## src/rtl/seq_divider16by8.sv

```systemverilog
// Sequential restoring divider: 16-bit dividend / 8-bit divisor, one quotient bit per clock.
// Optional macro DIVIDER_ZERO_BYPASS_EN: a zero divisor skips the iterations and finishes in one cycle.

module KSA8BIT (
   input  logic [7:0] a,
   input  logic [7:0] b,
   input  logic       cin,
   output logic [7:0] sum,
   output logic       cout
);

   // Kogge-Stone prefix tree; carry-in is folded into bit 0's generate term
   logic [3:0][7:0] gl;
   logic [2:0][7:0] pl;

   assign pl[0] = a ^ b;
   assign gl[0] = {a[7:1] & b[7:1], (a[0] & b[0]) | ((a[0] ^ b[0]) & cin)};

   for (genvar s = 0; s < 3; s++) begin : g_lvl
      for (genvar i = 0; i < 8; i++) begin : g_bit
         if (i >= (1 << s)) begin : g_op
            assign gl[s+1][i] = gl[s][i] | (pl[s][i] & gl[s][i-(1<<s)]);
            if (s < 2) begin : g_p
               assign pl[s+1][i] = pl[s][i] & pl[s][i-(1<<s)];
            end
         end else begin : g_pass
            assign gl[s+1][i] = gl[s][i];
            if (s < 2) begin : g_p
               assign pl[s+1][i] = pl[s][i];
            end
         end
      end
   end

   assign sum  = pl[0] ^ {gl[3][6:0], cin};
   assign cout = gl[3][7];

endmodule

module seq_divider16by8 #(
   parameter int WIDTH = 8
) (
   input  logic                 clk,
   input  logic                 rst_n,
   input  logic                 start,
   input  logic [2*WIDTH-1:0]   dividend,
   input  logic [WIDTH-1:0]     divisor,
   output logic                 busy,
   output logic                 done,
   output logic [2*WIDTH-1:0]   quotient,
   output logic [WIDTH-1:0]     remainder,
   output logic                 div_by_zero
);

   localparam int CNT_W = $clog2(2 * WIDTH);
   localparam logic [CNT_W-1:0] LAST = CNT_W'(2 * WIDTH - 1);

   typedef enum logic [1:0] {
      IDLE = 2'd0,
      RUN  = 2'd1,
      DONE = 2'd2
   } state_t;

   state_t             state;
   logic [CNT_W-1:0]   cnt;
   logic               zero_div;

   // The dividend register doubles as the quotient shift register: each
   // iteration shifts a dividend bit out of the MSB and a quotient bit into the LSB.
   logic [2*WIDTH-1:0] dvd;
   logic [WIDTH-1:0]   dsr;
   logic [WIDTH-1:0]   rem;
   logic [WIDTH-1:0]   zero_rem;

   logic [WIDTH:0]     shifted;
   logic [WIDTH-1:0]   diff;
   logic               carry;
   logic               ge;
   logic [WIDTH-1:0]   rem_next;
   logic               accept;

   assign accept  = (state == IDLE) && start;
   assign shifted = {rem, dvd[2*WIDTH-1]};

   KSA8BIT u_sub (
      .a    (shifted[WIDTH-1:0]),
      .b    (~dsr),
      .cin  (1'b1),
      .sum  (diff),
      .cout (carry)
   );

   assign ge       = shifted[WIDTH] | carry;
   assign rem_next = ge ? diff : shifted[WIDTH-1:0];

   // datapath registers carry no reset; they are always loaded on an accepted start
   always_ff @(posedge clk) begin
      if (accept) begin
         dvd      <= dividend;
         dsr      <= divisor;
         rem      <= '0;
         zero_rem <= dividend[WIDTH-1:0];
      end else if (state == RUN) begin
         dvd <= {dvd[2*WIDTH-2:0], ge};
         rem <= rem_next;
      end
   end

   always_ff @(posedge clk) begin
      if (!rst_n) begin
         state       <= IDLE;
         cnt         <= '0;
         zero_div    <= 1'b0;
         busy        <= 1'b0;
         done        <= 1'b0;
         quotient    <= '0;
         remainder   <= '0;
         div_by_zero <= 1'b0;
      end else begin
         done <= 1'b0;
         case (state)
            IDLE: begin
               if (start) begin
                  busy        <= 1'b1;
                  cnt         <= '0;
                  quotient    <= '0;
                  remainder   <= '0;
                  div_by_zero <= 1'b0;
                  zero_div    <= (divisor == '0);
`ifdef DIVIDER_ZERO_BYPASS_EN
                  state       <= (divisor == '0) ? DONE : RUN;
`else
                  state       <= RUN;
`endif
               end
            end
            RUN: begin
               cnt <= cnt + 1'b1;
               if (cnt == LAST) state <= DONE;
            end
            DONE: begin
               done  <= 1'b1;
               busy  <= 1'b0;
               state <= IDLE;
               // zero divisor overrides whatever the iterations produced
               if (zero_div) begin
                  quotient    <= '1;
                  remainder   <= zero_rem;
                  div_by_zero <= 1'b1;
               end else begin
                  quotient    <= dvd;
                  remainder   <= rem;
                  div_by_zero <= 1'b0;
               end
            end
            default: begin
               state <= IDLE;
               busy  <= 1'b0;
            end
         endcase
      end
   end

endmodule

```

## config.mk

```make
export PLATFORM = sky130hd
export DESIGN_NAME = seq_divider16by8
export DESIGN_NICKNAME = d
export VERILOG_FILES = /design/src/rtl/seq_divider16by8.sv
export SDC_FILE = /design/constraint.sdc
export NUM_CORES = 1
export LEC_CHECK = 0
export BUFFER_PORTS_ARGS = -buffer_cell sky130_fd_sc_hd__buf_2
export CORE_MARGIN = 10
export CORE_UTILIZATION = 50
export DETAILED_ROUTE_END_ITERATION = 8
export PLACE_DENSITY_LB_ADDON = 0.15
export SLEW_MARGIN = 20
export SYNTH_ARGS = -nofsm -noshare
export SYNTH_HDL_FRONTEND = slang
export SYNTH_HIERARCHICAL = 1
export SYNTH_SLANG_ARGS = --single-unit
```

## constraint.sdc

```tcl
create_clock -name clk -period 7.8 [get_ports clk]
set_input_delay 1.56 -clock clk [delete_from_list [all_inputs] [get_ports clk]]
set_output_delay 1.56 -clock clk [all_outputs]
set_load 0.02 [all_outputs]
```

; After elaboration in Yosys (flattened, before gate mapping)
; Index checks and enable logic that the tools add are counted.
[totals]
regBits = 74
input_bits = 27
output_inout_bits = 27
word_cells = 102
[op_classes]
add_sub_neg = 1
eq_ne = 5
n_mux = 20
bitwise = 53
reduce_logical = 11
[ops]
columns = op, n
row1 = $mux 16, 4
row2 = $pmux 16 s2, 1
row3 = $and 1x1->1, 28
row4 = $mux 8, 3
row5 = $or 1x1->1, 19
row6 = $pmux 8 s2, 1
row7 = $xor 8x8->8, 2
row8 = $reduce_and 2->1, 5
row9 = $logic_not 8->1, 1
row10 = $not 8->8, 1
row11 = $pmux 4 s2, 1
row12 = $and 7x7->7, 1
row13 = $reduce_bool 2->1, 3
row14 = $add 4x1->4 const B, 1
row15 = $eq 4x4->1 const B, 1
row16 = $mux 1, 4
row17 = $mux 2, 2
row18 = $mux 4, 1
row19 = $pmux 1 s2, 2
row20 = $pmux 2 s2, 1
row21 = $eq 2x1->1 const B, 1
row22 = $eq 2x2->1 const B, 1
row23 = $logic_not 2->1, 1
row24 = $ne 2x1->1 const B, 1
row25 = other kinds (4), 4

; Depth between registers and ports, before layout
[depth]
word_depth = 12
mapped_depth = 12
depth_no_buf = 12

; By module
; Netlist, hierarchy kept.
[modules_own_cells]
columns = mod, n_inst, cells_per_inst, area_each_um2, seq_area_each_um2
row1 = seq_divider16by8, 1, 256, 2886.5, 1801.7
row2 = KSA8BIT, 1, 44, 370.4, 0.0

; Worst setup path before layout
; OpenSTA, ideal clock, no wires.
[synth_timing]
kind = input to register
startpoint = input start
endpoint = register dsr[0] (enable)
setup_time_ns = 0.300
arrival_time_ns = 2.269
t_required_ns = 7.500
setup_slack_ns = 5.230
cell_stages = 4
path_buffers = 2
path_cell_list = or3b_1 buf_6 inv_8 buf_12
[synth_via]
elab_chain_len = 1
[synth_lines]
columns = item, line
row1 = from (decl), 45  ; input logic start,
row2 = $logic_and 1x1->1, 82  ; assign accept = (state == IDLE) && start;
row3 = named net accept, 80  ; logic accept;
row4 = to (signal assigned), 100  ; dsr <= divisor;
row5 = to (decl), 71  ; logic [WIDTH-1:0] dsr;
; The timed path passes the listed nets, and every way through them passes these cells.
; A chain may end at the register's enable or synchronous reset.

; Worst setup path after layout
[layout_timing]
startpoint = register dvd[15]
endpoint = register rem[7]
[layout_via]
elab_chain_len = 10
elab_cells_between_ends = 16
classes_between = mux (1) / bitwise (15)
[layout_lines]
columns = item, line
row1 = from (decl), 70  ; logic [2*WIDTH-1:0] dvd;
row2 = from (signal assigned), 99  ; dvd <= dividend;
row3 = from (signal assigned), 104  ; dvd <= {dvd[2*WIDTH-2:0], ge};
row4 = $and 1x1->1 or $xor 1x1->1 (tied branches), 17  ; assign gl[0] = {a[7:1] & b[7:1], (a[0] & b[0]) | ((a[0] ^ b[0]) & cin)};
row5 = $or 1x1->1 (*), 17
row6 = $and 1x1->1 (*), 22  ; assign gl[s+1][i] = gl[s][i] | (pl[s][i] & gl[s][i-(1<<s)]);
row7 = $or 1x1->1 (*), 22
row8 = $and 1x1->1 (*), 22
row9 = $or 1x1->1 (*), 22
row10 = $and 1x1->1 (*), 22
row11 = $or 1x1->1 (*), 22
row12 = named net carry, 77  ; logic carry;
row13 = $or 1x1->1 (*), 93  ; assign ge = shifted[WIDTH] | carry;
row14 = $mux 8 (*), 94  ; assign rem_next = ge ? diff : shifted[WIDTH-1:0];
row15 = to (signal assigned), 105  ; rem <= rem_next;
row16 = to (decl), 72  ; logic [WIDTH-1:0] rem;
; The timed path passes the listed nets; every way through them passes the cells marked *.

==> results by group <==
Clock tree
  • Sink Count: 74
  • Number of setup buffers added after CTS: 0
  • Worst-case clock buffer depth: 2
  • Clock root buffer master: clkbuf_8
  • # resized after CTS: 0
  • CTS Hold Buffers Added: 0
  • Reg clk slew, reported paths: 80 ps
  • CTS tree: built
  • Clk_lat worst skew: ~340 ps
  • Inserted Clock Buffers: 9
  • Htree depth: 3

Layout
  • Fill count: around 550
  • Synth-to-layout area growth: 14.7%
  • Fin area: around 3700 µm²
  • Layout cell share with drive strength beyond 1: 23.1%
  • Multi-input logic area: about 1300 µm²
  • Nets@finish: roughly 390
  • Ant. Diodes: 0
  • Post-Route Utilization: 58.8%
  • Register area: 1800 µm²

Power
  • Net Sw Frac: 28.2%
  • Static Leak: between 0.0015 and 0.002 µW
  • Comb pwr share: 19.7%
  • P_sw: 274 µW
  • Clock power share: 32.2%
  • Flop pwr share: 48.1%
  • Pwr/cell area: 260 nW/µm²
  • Pint: 697 µW
  • Peak VDD IR: 0.122 mV

STA
  • Final setup fails: 0
  • Fmax: 374 MHz
  • Post-layout min period: 2680 ps
  • Worst slew pin tran: ~960 ps
  • Setup TNS: 0 ps
  • Setup Skew: 8.92 ps
  • Final Hold Viols: 0
  • Final period util: 34.3%
  • Pins over their slew limit: 0
  • RSZ-0062 raised after global routing: no
  • Slew margin rel.: approximately 36%

Critical path
  • CP max stage cell: fa_1
  • Cell repeated most along the worst path: fa_1
  • CP startpoint kind: flip-flop
  • Worst EP arrival: 2870 ps
  • Max incr delay on CP: roughly 490 ps
  • Crit. End Element: flip-flop
  • Worst Path Max Fanout: 9
  • Delay-heaviest family, CP: adder cells
  • Crit path kind: flip-flop to flip-flop
  • CP bufs+invs: 1
  • CP required: 8000 ps
  • CP cell instances: inv_1, fa_1, fa_1, nor2b_4, o21ai_2, a21oi_2, a211oi_1, a21oi_1, nor2_4, a22oi_1, o22ai_1

GRT
  • Gr ovfl total: 0
  • Largest net degree at the start of global routing: 34
  • Vias in the first global route: 2,269
  • Initial antenna violation count: 0
  • Total track usage: a little over an eighth
  • First-pass GRT wire length: 11,100 µm

Synth
  • Mapped Nets: 337
  • Mapped cell area: 3260 µm²
  • Most used flip-flop cell after synthesis: dfxtp_1
  • Top post-synthesis cells by area: edfxtp_1, dfxtp_1, o2bb2ai_1
  • Yosys top cell by area: edfxtp_1
  • Post-synthesis async set-or-reset flop share: 0%
  • Synth Warn #: 6
  • #FFs+latches synth: 74
  • Sequential share of the synthesized area: 55.3%
  • Synth Instances: 300
  • Yosys cell types: 48
  • Avg Inst Size Synth: 10.9 µm²
  • Post-synth EDFFs: 32
  • Post-synth top area share: 29.5%

Route
  • Final wirelength: approximately 6400 µm
  • WL/cell: 14.9 µm
  • Via count: about 2.2k
  • Iter 0 DRT Violations: 126
  • Vias per cell: about 5.2
  • Detailed Routing Iterations Pass 1: 4
  • Antenna Violating Nets Remaining: 0
  • # DRC: 0

Placement
  • Port bufs: 53
  • GPL Wtd Cong: around 0.74
  • Cell Area, Placed: 3520 µm²
  • DP Wirelength: between 4000 and 5000 µm

Floorplan
  • Core ar.: 6350 µm²
  • Die height: slightly above 100 µm
  • Die ar.: 10,100 µm²
  • IO Pins: 54
  • Initial core utilization: 51.3%
  • Die X: roughly 100 µm
  • # rows: 29

Run status
  • Status: complete, no violations

Min path
  • Min-delay worst type: flip-flop to flip-flop

Flow run
  • Max-Cap Viols: 0
-- final cells by class --
cell class / instances / area share, %
Clock buffer: 11 / 4.09
Clock inverter: 5 / 1.61
Inverter: 22 / 2.41
Multi-Input combinational cell: 189 / 33.8
Sequential cell: 74 / 48.3
Tap cell: 77 / 2.58
Timing Repair Buffer: 54 / 7.30
-- cells by family (layout without fill, tap and decap cells) --
group | Yosys count | count (layout) | share of synthesized area, %
adder cells (fa/ha/maj) | 10 | 10 | 4.30
AO/OA/AOI/OAI | 56 | 56 | 13.4
multiplexers | 17 | 17 | 5.22
XOR/XNOR | 6 | 6 | 1.61
buffers and inverters | 37 | 92 | 5.95
flip-flops | 74 | 74 | 55.3
other | 1 | 1 | 0.115
AND/OR/NAND/NOR | 99 | 99 | 14.1
-- cells in the mapped netlist (2+ instances only) --
| library cell | instances |
|---|---|
| buf_6 | 3 |
| fa_1 | 2 |
| edfxtp_1 | 32 |
| a21oi_1 | 5 |
| buf_2 | 7 |
| o21ai_1 | 7 |
| nand3_1 | 12 |
| ha_1 | 8 |
| nand2_1 | 50 |
| nand4_1 | 2 |
| clkbuf_1 | 4 |
| o21ai_0 | 2 |
| inv_1 | 21 |
| a21oi_2 | 2 |
| o21a_1 | 3 |
| o2bb2ai_1 | 24 |
| nor2_1 | 20 |
| nor2b_4 | 2 |
| mux2i_1 | 17 |
| xnor2_1 | 5 |
| dfxtp_1 | 42 |
| nor4_1 | 2 |
| nand2b_1 | 3 |
-- per-layer routing --
layer  up-vias  GRT usage, %  wire length, µm
met3         9          4.46              378
li1       1150             -                -
met5         -             0                0
met1      1048          18.0             3100
met4         0          5.54               75
met2        42          19.6             2870
-- power by group through the flow --
stage          clock [µW]  combinational, µW  sequential, µW
2_1_floorplan           0                162             467
3_3_place_gp            0                191             476
3_5_place_dp            0                192             477
4_1_cts               318                193             468
5_1_grt               335                219             473
6_report              312                191             467
-- stage by stage --
stage / std cells / worst slack, ps / hold WS, ps / power, µW
4_1_cts: 432 / 5110 / 468 / 980
3_5_place_dp: 416 / 4810 / 443 / 669
2_1_floorplan: 300 / 5230 / 443 / 630
6_report: 432 / 5120 / 464 / 971
3_3_place_gp: 416 / 4920 / 442 / 667
5_1_grt: 432 / 4930 / 482 / 1030
-- state kept, by name, summed over array words and instances, names as in the netlist --
name,flops
rem,8
cnt,4
quotient,16
remainder,8
dvd,16
busy,1
div_by_zero,1
zero_rem,8
zero_div,1
done,1
dsr,8
state,2
-- cells in the final DEF, fill, tap and decap left out, drive strengths merged, types with 2 or more instances in the layout --
master / Yosys / final
a21boi: 2 / 2
nand2b: 3 / 3
dfxtp: 42 / 42
xnor2: 5 / 5
mux2i: 17 / 17
edfxtp: 32 / 32
nor2b: 2 / 2
clkinv: 0 / 2
a211oi: 2 / 2
o211ai: 2 / 2
o21ai: 10 / 10
clkbuf: 4 / 11
a21oi: 7 / 7
o21a: 3 / 3
inv: 22 / 23
nor4: 2 / 2
o2bb2ai: 24 / 24
buf: 11 / 54
ha: 8 / 8
fa: 2 / 2
nand2: 50 / 50
nor2: 22 / 22
nand4: 2 / 2
nand3: 12 / 12
-- path summary, 6_finish.rpt --
kind / startpoint / to / slack, ps / cells after the start
min: remainder[0] / remainder[0] / 460 / 1
max: dvd[15] / rem[7] / 5120 / 11
min reg2reg: remainder[0] / remainder[0] / 460 / 1
max reg2reg: dvd[15] / rem[7] / 5120 / 11
Note: power is estimated with default switching activity, not from simulation.
